<file path="src/rtl/data_register_pkg.sv">
// -----------------------------------------------------------------------------
// data_register_pkg
// Project-wide constants shared by the Hack-style datapath blocks.
// No ports; import with `import data_register_pkg::*;`.
// -----------------------------------------------------------------------------
package data_register_pkg;

    // Native data word width of the Hack machine.
    localparam int unsigned HACK_WORD_WIDTH = 16;

endpackage : data_register_pkg

</file>
<file path="src/rtl/data_bit.sv">
// -----------------------------------------------------------------------------
// data_bit
// Single-bit storage cell: a flop with a synchronous active-low reset to a
// per-cell reset value, plus a hold/load select in front of the D input.
//
// Ports:
//   clk    in   system clock, rising-edge active
//   rst_n  in   synchronous active-low reset (dominates load)
//   load   in   1 = capture `in` at the next rising edge, 0 = hold
//   in     in   data bit to store
//   out    out  stored bit, driven directly from the flop
// -----------------------------------------------------------------------------
module data_bit #(
    parameter logic RESET_BIT = 1'b0
) (
    input  logic clk,
    input  logic rst_n,
    input  logic load,
    input  logic in,
    output logic out
);

    always_ff @(posedge clk) begin
        if (!rst_n) begin
            out <= RESET_BIT;
        end else if (load) begin
            out <= in;
        end
    end

endmodule : data_bit

</file>
<file path="src/rtl/data_register.sv">
// -----------------------------------------------------------------------------
// data_register
// Parameterised clocked register with load enable. Basic state element for
// the A/D registers, the PC and RAM cells. Output comes straight from flops;
// there is no combinational path from `in` to `out`.
//
// Parameters:
//   WIDTH        data width in bits (>= 1), defaults to the Hack word width
//   RESET_VALUE  value loaded on reset
//
// Ports:
//   clk    in   system clock, rising-edge active
//   rst_n  in   synchronous active-low reset (dominates load)
//   load   in   1 = capture `in` at the next rising edge, 0 = hold
//   in     in   [WIDTH-1:0] data to store
//   out    out  [WIDTH-1:0] current stored value
// -----------------------------------------------------------------------------
module data_register
    import data_register_pkg::*;
#(
    parameter int unsigned           WIDTH       = HACK_WORD_WIDTH,
    parameter logic [WIDTH-1:0]      RESET_VALUE = '0
) (
    input  logic             clk,
    input  logic             rst_n,
    input  logic             load,
    input  logic [WIDTH-1:0] in,
    output logic [WIDTH-1:0] out
);

    // One cell per bit; each cell takes its own slice of the reset value so
    // arbitrary reset patterns need no extra logic.
    for (genvar i = 0; i < WIDTH; i++) begin : g_bit
        data_bit #(
            .RESET_BIT (RESET_VALUE[i])
        ) u_bit (
            .clk   (clk),
            .rst_n (rst_n),
            .load  (load),
            .in    (in[i]),
            .out   (out[i])
        );
    end

endmodule : data_register

</file>
<file path="config.mk">
export PLATFORM = sky130hd
export DESIGN_NAME = data_register
export DESIGN_NICKNAME = d
export VERILOG_FILES = /design/src/rtl/data_register_pkg.sv /design/src/rtl/data_bit.sv /design/src/rtl/data_register.sv
export SDC_FILE = /design/constraint.sdc
export NUM_CORES = 1
export LEC_CHECK = 0
export ABC_CLOCK_PERIOD_IN_PS = 1200
export BUFFER_PORTS_ARGS = -buffer_cell sky130_fd_sc_hd__buf_2
export CAP_MARGIN = 10
export CORE_MARGIN = 2
export CORE_UTILIZATION = 44
export CTS_BUF_LIST = sky130_fd_sc_hd__clkbuf_16
export CTS_CLUSTER_DIAMETER = 50
export CTS_CLUSTER_SIZE = 30
export DETAILED_ROUTE_END_ITERATION = 10
export HOLD_SLACK_MARGIN = 0.1
export PLACE_DENSITY = 0.76
export SLEW_MARGIN = 10
export SYNTH_ARGS = -nofsm -noshare
export SYNTH_HDL_FRONTEND = slang
export SYNTH_SLANG_ARGS = --single-unit
</file>
<file path="constraint.sdc">
create_clock -name clk -period 1.2 [get_ports clk]
set_clock_uncertainty 0.1 [all_clocks]
set_input_delay 0.3 -clock clk [delete_from_list [all_inputs] [get_ports clk]]
set_output_delay 0.3 -clock clk [all_outputs]
set_load 0.1 [all_outputs]
</file>
==> summary.txt, run 1 <==
Timing
  • Slew @ Worst Pin: 0.219 ns
  • Fmax: 856 MHz
  • Final min period: 1.17 ns
  • Setup violations, final: 0
  • Period utilisation layout: 97.4%
  • Fin. Hold Viols: 0
  • RSZ-0062 raised after global routing: no
  • Slew Limit Fails: 0
  • TNS Setup: 0 ns
  • Worst slew margin: 85.4%

Global routing
  • First-pass GRT wire length: 2140 um
  • Largest net degree at the start of global routing: 17
  • GRT Overall Usage: 15.6%
  • Antenna violations before repair: 0
  • Grt ovf: 0
  • Vias in the first global route: 492

Power
  • Seq pwr share: 35.7%
  • Max IR drop VDD: 0.00105 V
  • Internal: 0.00119 W
  • Leakage: 0.514 nW
  • NetSw: 0.000504 W
  • Pwr per Cell Area: 1510 nW/um2
  • Switching share of power: 29.7%
  • Logic pwr share: 27.7%
  • Clock Power Share: 36.6%

Setup path
  • Crit end category: output pin
  • Critical path depth: 1
  • Top delay family on crit path: flip-flops
  • Reg2Reg Depth: 2
  • Slowest CP cell: dfxtp_2
  • Worst Path Arrival: 0.77 ns
  • Reg2reg start: g_bit[11].u_bit.out
  • Classification of the worst setup path: register to output pin
  • Worst-path cell chain: buf_12
  • Crit path launch: g_bit[11].u_bit.out
  • Required time of the critical path: 0.80 ns
  • Crit path max fanout: 2
  • CP peak stage delay: 0.35 ns
  • Startpoint types: register
  • Worst path bufs/invs: 1

Route
  • Vias per std cell: 4.61
  • DRT iter0 DRCs: 0
  • Final ANT Viol Nets: 0
  • Drt pass-1 iters: 1
  • Remaining DRCs: 0
  • WL final: 1310 um
  • Vias: 470
  • Avg WL per Cell: 12.8 um

Layout
  • Largest reg by FF count: g_bit.u_bit.out
  • Area of the multi-input gates: 260 um2
  • Diodes inserted: 0
  • Seq. cell area: 340 um2
  • Fin nets: 107
  • Number of flip-flops under the largest register name: 16
  • Synthesis-to-layout area growth: 53.1%
  • Fillers: 119
  • Final Util: 73.1%
  • Ratio of cells with drive above 1 in the final layout: 62.8%
  • Largest regs: g_bit.u_bit.out (16)

Synthesis
  • Synth cell types: 7
  • Ys Warns: 0
  • Synth Cell Area: 736 um2
  • Post-Syn Nets: 86
  • Syn avg cell area: 11.0 um2
  • #FFs+latches synth: 16
  • Register area share after synthesis: 43.5%
  • Cells after Synth: 67

Placement
  • Post-DP HPWL: 935 um
  • Number of port buffers: 34
  • RePlAce Congestion: 0.573

Clock network
  • Clock root cell: clkbuf_16
  • Clock buffer depth: 2
  • Clk pin slew, worst setup/hold paths: 0.05 ns
  • Inserted Clock Buffers: 3
  • Worst-Skew Late Latency: 0.24 ns
  • Sink Count: 16
  • CTS tree: done
  • H-tree Lvls: 1
  • CTS Hold Bufs: 0

Run
  • Max Cap Viol: 0

Outcome
  • Status: finished clean

Die
  • Initial core utilization: 47.7%
  • Core box area: 1540 um2
  • Die footprint: 2020 um2
  • Die Wd: 44.9 um
  • Num rows: 14
  • # IOs: 35
  • Die Y: 44.9 um

Hold path
  • Worst hold start: in[5]
  • Hold depth: 3
  • Min-delay worst type: input port to register
-- area by class of cell --
type,count,area share [%]
Clock buffer,3,6.67
Multi-Input combinational cell,32,23.1
Sequential cell,16,30.2
Tap cell,16,1.78
Timing Repair Buffer,35,38.2
-- layer usage --
| layer | vias up | wire length, um | GRT usage, % |
|---|---|---|---|
| met5 | - | 0 | 0 |
| met4 | 0 | 15 | 8.82 |
| met3 | 2 | 82 | 7.60 |
| met2 | 16 | 692 | 26.4 |
| met1 | 214 | 515 | 15.6 |
| li1 | 238 | - | - |
-- Yosys cell counts --
library cell  number  area, um2
buf_12             1       20.0
buf_4             16        120
buf_6              1       11.3
clkbuf_1           1       3.75
dfxtp_1           16        320
mux2i_1           16        160
nor2b_1           16        100
-- timing repair --
action                                  in CTS  in global routing
gates resized for setup                     16                  0
endpoints found under the setup margin      16                  0
endpoints found under the hold margin        0                  0
buffers inserted                             0                  0
-- logic make-up after synthesis --
logic type,Yosys count,share of synthesized area (%)
flip-flops,16,43.5
buffers and inverters,19,21.1
multiplexers,16,21.8
AND/OR/NAND/NOR,16,13.6
-- power groups by stage --
stage / combinational [W] / sequential (W) / clock (W)
2_1_floorplan: 0.000353 / 0.000586 / 0
3_3_place_gp: 0.000465 / 0.000606 / 0
3_5_place_dp: 0.000470 / 0.000609 / 0
4_1_cts: 0.000473 / 0.000606 / 0.000639
5_1_grt: 0.000486 / 0.000610 / 0.000669
6_report: 0.000469 / 0.000605 / 0.000621
-- metrics by stage --
step	area (um2)	setup WS, ns	hold WS [ns]	std cells	total power [W]
after floorplan	736	0.212	0.328	67	0.000939
after global placement	1030	0.168	0.442	99	0.00107
after detailed placement	1030	0.123	0.452	99	0.00108
after CTS	1130	0.0249	0.216	102	0.00172
after global routing	1130	0.00453	0.234	102	0.00176
final	1130	0.0317	0.216	102	0.00170
-- path summary, 6_finish.rpt --
| kind | end | slack [ns] |
|---|---|---|
| worst min register to register | g_bit[1].u_bit.out | 0.44 |
| worst min-delay path | g_bit[5].u_bit.out | 0.22 |
| worst max register to register | g_bit[11].u_bit.out | 0.45 |
| worst max-delay path | out[11] | 0.03 |
-- layout by cell type (no fill, tap or decap) --
| master | n |
|---|---|
| nor2b_1 | 16 |
| clkbuf_16 | 3 |
| buf_2 | 18 |
| dfxtp_2 | 16 |
| buf_12 | 17 |
| mux2i_1 | 16 |
Power figures use the tool's default switching activity.
==> run 2, diff against run 1 <==
- CORE_UTILIZATION: 44 -> 40
- PLACE_DENSITY: 0.76 -> 0.75
- SYNTH_HIERARCHICAL: not set -> 1
==> run 2 against run 1 <==
Worst hold slack is essentially flat. Register-to-register slack lost 0.04 ns. Count of clock-buffer cells in the layout unchanged. Via count rose by 1.3%. Synthesized cell count decreased by 28%. Critical path depth did not move. Sequential share of layout area about the same. Worst setup slack worse by 0.0089 ns. Sequential cell count unchanged. Sequential power is essentially flat. Cell count decreased by 0.98%.
==> summary.txt, run 2 <==
Outcome
  • Status: finished clean

Clock network
  • Worst-Skew Late Latency: 0.24 ns (about the same)
  • Inserted Clock Buffers: 3 (unchanged)
  • CTS Hold Bufs: 0 (unchanged)
  • Sink Count: 16 (unchanged)
  • Clock root cell: clkbuf_16
  • Clk pin slew, worst setup/hold paths: 0.05 ns (about the same)
  • Postcts setup bufs: 0 (unchanged)
  • # resized after CTS: 0 (-16)
  • H-tree Lvls: 1 (unchanged)
  • CTS tree: done
  • Clock buffer depth: 2 (unchanged)

Layout
  • Ratio of cells with drive above 1 in the final layout: 62.8% (unchanged)
  • Synthesis-to-layout area growth: 93.8%
  • Commonest non-fill, non-tap cell in the layout: buf_2
  • Number of flip-flops under the largest register name: 16 (unchanged)
  • Most frequent cells in the layout: buf_2, buf_12, mux2i_1, nor2b_1, dfxtp_2
  • Fillers: 73 (-39%)
  • Diodes inserted: 0 (unchanged)
  • Largest reg by FF count: g_bit.u_bit/out
  • Largest regs: g_bit.u_bit/out (16)
  • Fin nets: 107 (unchanged)

Power
  • Tot Pwr: 0.00171 W (+0.61%)
  • Leakage: 0.514 nW (about the same)
  • Seq pwr share: 35.5% (-0.2 points)
  • Pwr per Cell Area: 1520 nW/um2 (+0.72%)
  • Clock Power Share: 36.8% (+0.2 points)
  • Logic pwr share: 27.7% (about the same)
  • NetSw: 0.000514 W (+1.9%)
  • Max IR drop VDD: 0.00109 V (+4.1%)
  • Switching share of power: 30.1% (+0.39 points)
  • Internal: 0.00119 W (about the same)

Setup path
  • CP peak stage delay: 0.35 ns (about the same)
  • Top delay family on crit path: flip-flops
  • Slowest CP cell: dfxtp_2
  • Worst-path cell chain: buf_12
  • Classification of the worst setup path: register to output pin
  • Worst path bufs/invs: 1 (unchanged)
  • Reg2Reg Depth: 2 (unchanged)
  • Reg2reg end: g_bit[4].u_bit/out
  • Worst Path Arrival: 0.78 ns (about the same)
  • Reg2reg start: g_bit[4].u_bit/out
  • Required time of the critical path: 0.80 ns (about the same)
  • Startpoint types: register
  • Crit end category: output pin
  • R2R Setup Slk: 0.41 ns (-0.04 ns)
  • Crit path max fanout: 2 (unchanged)

Synthesis
  • Register area share after synthesis: 55.2% (+12 points)
  • Synth cell types: 3 (-4)
  • Synth Cell Area: 581 um2 (-21%)
  • Top_reg_cell synth: dfxtp_1
  • Ys async rst share: 0% (unchanged)
  • Number of synthesized flops with an enable pin: 0 (unchanged)
  • Cell taking the most area after synthesis: dfxtp_1
  • Area share of the largest cell type after synthesis: 55.2% (+12 points)
  • #FFs+latches synth: 16 (unchanged)
  • Top post-synthesis cells by area: dfxtp_1, mux2i_1, nor2b_1
  • Post-synth top cells: dfxtp_1, mux2i_1, nor2b_1
  • Cells after Synth: 48 (-28%)
  • Post-Syn Nets: 67 (-22%)
  • Ys Warns: 6 (+6)
  • Syn avg cell area: 12.1 um2 (+10%)

Die
  • Core box area: 1330 um2 (-13%)
  • Num rows: 13 (-1)
  • Die Wd: 42.1 um (-6.2%)
  • Die Y: 42.1 um (-6.2%)
  • Die footprint: 1770 um2 (-12%)
  • # IOs: 35 (unchanged)
  • Initial core utilization: 43.5% (-4.2 points)

Timing
  • Final min period: 1.18 ns (+0.00885 ns)
  • Setup violations, final: 0 (unchanged)
  • TNS Setup: 0 ns (unchanged)
  • Slew @ Worst Pin: 0.221 ns (+0.00185 ns)
  • Fmax: 849 MHz (-0.75%)
  • RSZ-0062 raised after global routing: no
  • Worst slew margin: 85.3% (-0.12 points)
  • Period utilisation layout: 98.1% (+0.74 points)
  • Fin. Hold Viols: 0 (unchanged)
  • Slew Limit Fails: 0 (unchanged)

Route
  • DRT met1 WL: 499 um (-3.1%)
  • Avg WL per Cell: 13.7 um (+6.8%)
  • Final ANT Viol Nets: 0 (unchanged)
  • Drt pass-1 iters: 2 (+1)
  • Met3 wire len: 127 um (+55%)
  • WL final: 1380 um (+5.7%)
  • Top sig layer: met4
  • Vias per std cell: 4.71 (+2.3%)
  • Vias: 476 (+1.3%)
  • Metal2 WL: 740 um (+6.9%)
  • Remaining DRCs: 0 (unchanged)
  • DRT iter0 DRCs: 8 (+8)

Hold path
  • Hold depth: 3 (unchanged)
  • Min-delay worst type: input port to register
  • Hold path endpoint: g_bit[12].u_bit/out
  • Worst hold start: in[12]

Global routing
  • First-pass GRT wire length: 2280 um (+6.5%)
  • Vias in the first global route: 511 (+3.9%)
  • Grt ovf: 0 (unchanged)
  • Antenna violations before repair: 0 (unchanged)
  • GRT Overall Usage: 17.4% (+1.8 points)
  • Largest net degree at the start of global routing: 17 (unchanged)

Run
  • Max Cap Viol: 0 (unchanged)

Placement
  • RePlAce Congestion: 0.642 (+12%)
  • Number of port buffers: 34 (unchanged)
[run 2: cell counts in the layout (fill, tap and decap cells not counted)]
No cell type changed its count.
[run 2: worst min-delay path, cell delays in order]
cell,delay (ns)
buf_2,0.08
mux2i_1,0.05
nor2b_1,0.09
[run 2: logic make-up (layout without fill, tap and decap cells)]
| kind of cell | count (synthesis) | in the layout | synth area share, % |
|---|---|---|---|
| multiplexers | 16 | 16 | 27.6 |
| AND/OR/NAND/NOR | 16 | 16 | 17.2 |
| flip-flops | 16 | 16 | 55.2 |
| buffers and inverters | 0 | 38 | 0 |
[run 2: stage by stage]
step / cell area, um2 / utilization, % / hold slack, ns / std cells / worst slack (ns)
detailed placement: 1050 / 78.7 / 0.433 / 98 / 0.107
global placement: 1050 / 78.7 / 0.423 / 98 / 0.160
global route: 1120 / 84.3 / 0.237 / 101 / 0.00166
CTS: 1120 / 84.3 / 0.216 / 101 / 0.0125
floorplan: 601 / - / 0.328 / 48 / 0.157
finish: 1120 / 84.3 / 0.216 / 101 / 0.0228
[run 2: worst max path at each step]
stage                  startpoint                  end  slack, ns  cells past startpoint
2_1_floorplan  g_bit[0].u_bit/out   g_bit[0].u_bit/out       0.16                      2
3_5_place_dp                 load   g_bit[9].u_bit/out       0.11                      4
6_report       g_bit[9].u_bit/out               out[9]       0.02                      1
5_1_grt        g_bit[9].u_bit/out               out[9]      0.002                      1
3_3_place_gp                 load  g_bit[14].u_bit/out       0.16                      4
4_1_cts        g_bit[9].u_bit/out               out[9]       0.01                      1
[run 2: final cells by class]
class | count | area (um2) | area share (%)
timing repair buffer | 35 | 430 | 38.3
sequential | 16 | 340 | 30.3
multi-input combinational | 32 | 260 | 23.1
clock buffer | 3 | 75.1 | 6.67
tap | 15 | 18.8 | 1.67
[run 2: power by group through the flow]
| stage | logic (W) | registers [W] | clock network, W |
|---|---|---|---|
| after floorplan | 0.0000528 | 0.000827 | 0 |
| after global placement | 0.000466 | 0.000614 | 0 |
| after detailed placement | 0.000472 | 0.000616 | 0 |
| after CTS | 0.000475 | 0.000607 | 0.000643 |
| after global routing | 0.000488 | 0.000609 | 0.000663 |
| final | 0.000472 | 0.000606 | 0.000628 |
[run 2: layer usage]
| metal | up-vias | global-route usage (%) |
|---|---|---|
| li1 | 237 | - |
| met5 | - | 0 |
| met1 | 211 | 18.5 |
| met4 | 0 | 5.63 |
| met2 | 26 | 30.6 |
| met3 | 2 | 7.76 |
==> run 3, diff against run 2 <==
- CELL_PAD_IN_SITES_DETAIL_PLACEMENT: not set -> 0
- CELL_PAD_IN_SITES_GLOBAL_PLACEMENT: not set -> 1
- CORE_UTILIZATION: 40 -> 29
- PLACE_DENSITY: 0.75 -> not set
- PLACE_DENSITY_LB_ADDON: not set -> 0.1
==> run 3 against run 2 <==
Sequential power is essentially flat. Worst setup slack gained 0.0070 ns. Total power is essentially flat.
==> summary.txt, run 3 (synthesis gave the netlist of run 2 again) <==
Clock network
  • Clk pin slew, worst setup/hold paths: 0.05 ns (about the same)
  • Postcts setup bufs: 0 (unchanged)
  • CTS Hold Bufs: 0 (unchanged)
  • # resized after CTS: 0 (unchanged)
  • Inserted Clock Buffers: 3 (unchanged)
  • Clock root cell: clkbuf_16
  • Sink Count: 16 (unchanged)
  • H-tree Lvls: 1 (unchanged)
  • Clock buffer depth: 2 (unchanged)
  • CTS tree: done
  • Worst-Skew Late Latency: 0.24 ns (about the same)

Layout
  • Synthesis-to-layout area growth: 97.0%
  • Most frequent cells in the layout: buf_2, buf_12, mux2i_1, nor2b_1, dfxtp_2
  • Largest reg by FF count: g_bit.u_bit/out
  • Design area: 1140 um2 (+1.7%)
  • Largest regs: g_bit.u_bit/out (16)
  • Fin nets: 107 (unchanged)
  • Commonest non-fill, non-tap cell in the layout: buf_2
  • Ratio of cells with drive above 1 in the final layout: 62.1% (-0.72 points)
  • Number of flip-flops under the largest register name: 16 (unchanged)
  • Diodes inserted: 0 (unchanged)
  • Fillers: 164 (+120%)

Timing
  • Slew @ Worst Pin: 0.206 ns (-0.0147 ns)
  • Fmax: 855 MHz (+0.60%)
  • Setup violations, final: 0 (unchanged)
  • TNS Setup: 0 ns (unchanged)
  • Final min period: 1.17 ns (-0.00703 ns)
  • Period utilisation layout: 97.5% (-0.59 points)
  • Worst slew margin: 86.3% (+0.98 points)
  • Fin. Hold Viols: 0 (unchanged)
  • Slew Limit Fails: 0 (unchanged)
  • RSZ-0062 raised after global routing: no
  • WHS: 0.214 ns (-0.00177 ns)

Setup path
  • Reg2Reg Depth: 2 (unchanged)
  • Slowest CP cell: dfxtp_2
  • CP peak stage delay: 0.35 ns (about the same)
  • Crit end category: output pin
  • Critical path depth: 1 (unchanged)
  • Worst Path Arrival: 0.77 ns (about the same)
  • Required time of the critical path: 0.80 ns (about the same)
  • Top delay family on crit path: flip-flops
  • Crit path max fanout: 2 (unchanged)
  • Worst path bufs/invs: 1 (unchanged)
  • Classification of the worst setup path: register to output pin
  • Startpoint types: register
  • Worst-path cell chain: buf_12

Global routing
  • Antenna violations before repair: 0 (unchanged)
  • Vias in the first global route: 445 (-13%)
  • First-pass GRT wire length: 1940 um (-15%)
  • Largest net degree at the start of global routing: 17 (unchanged)
  • Grt ovf: 0 (unchanged)
  • GRT Overall Usage: 10.8% (-6.6 points)

Run
  • Max Cap Viol: 0 (unchanged)

Hold path
  • Hold depth: 3 (unchanged)
  • Min-delay worst type: input port to register

Die
  • # IOs: 35 (unchanged)
  • Num rows: 16 (+3)
  • Die Y: 48.7 um (+16%)
  • Die footprint: 2380 um2 (+34%)
  • Core box area: 1920 um2 (+44%)
  • Die Wd: 48.7 um (+16%)
  • Initial core utilization: 30.2% (-13 points)

Route
  • Drt pass-1 iters: 2 (unchanged)
  • Avg WL per Cell: 10.6 um (-22%)
  • Final ANT Viol Nets: 0 (unchanged)
  • Vias per std cell: 4.13 (-12%)
  • DRT iter0 DRCs: 2 (-6)
  • Remaining DRCs: 0 (unchanged)
  • Vias: 471 (-1.1%)
  • WL final: 1210 um (-12%)

Power
  • Leakage: 0.515 nW (+0.30%)
  • Pwr per Cell Area: 1490 nW/um2 (-1.7%)
  • Max IR drop VDD: 0.000871 V (-20%)
  • Tot Pwr: 0.00171 W (about the same)

Placement
  • Number of port buffers: 34 (unchanged)
  • Area after DPL: 1060 um2 (+1.4%)
  • RePlAce Congestion: 0.638 (-0.73%)

Outcome
  • Status: finished clean
==> run 3: cell count changes in the layout (fill, tap and decap cells not counted) <==
cell      before  now
clkinv_1       0    1
==> run 3: metal layers <==
| layer | vias up | wire length (um) | track usage, % |
|---|---|---|---|
| met5 | - | 0 | 0 |
| met3 | 2 | 52 | 3.09 |
| li1 | 240 | - | - |
| met1 | 216 | 522 | 12.5 |
| met4 | 0 | 10 | 7.14 |
| met2 | 13 | 623 | 17.4 |
==> run 3: report_power, final <==
part / internal, W / switching, W
sequential: 0.000572 / 0.0000321
combinational: 0.000183 / 0.000285
clock: 0.000441 / 0.000192
==> run 3: final timing paths <==
kind                               to                 from  slack, ns
setup reg to reg  g_bit[11].u_bit/out  g_bit[11].u_bit/out       0.45
setup / recovery              out[13]  g_bit[13].u_bit/out       0.03
hold reg to reg   g_bit[15].u_bit/out  g_bit[15].u_bit/out       0.44
hold / removal     g_bit[5].u_bit/out                in[5]       0.21
==> run 3: area by class of cell <==
cell class	count	area [um2]	area share, %
Timing Repair Buffer	35	430	37.6
Clock inverter	1	3.75	0.328
Multi-Input combinational cell	32	260	22.8
Sequential cell	16	340	29.8
Tap cell	27	33.8	2.95
Clock buffer	3	75.1	6.56
==> run 3: metrics by stage <==
step                      std cells  setup WS, ns  utilization [%]
after floorplan                  48         0.157                -
after global placement          110         0.151             55.4
after detailed placement        110         0.136             55.4
after CTS                       114        0.0219             59.5
after global routing            114       0.00869             59.5
final                           114        0.0299             59.5
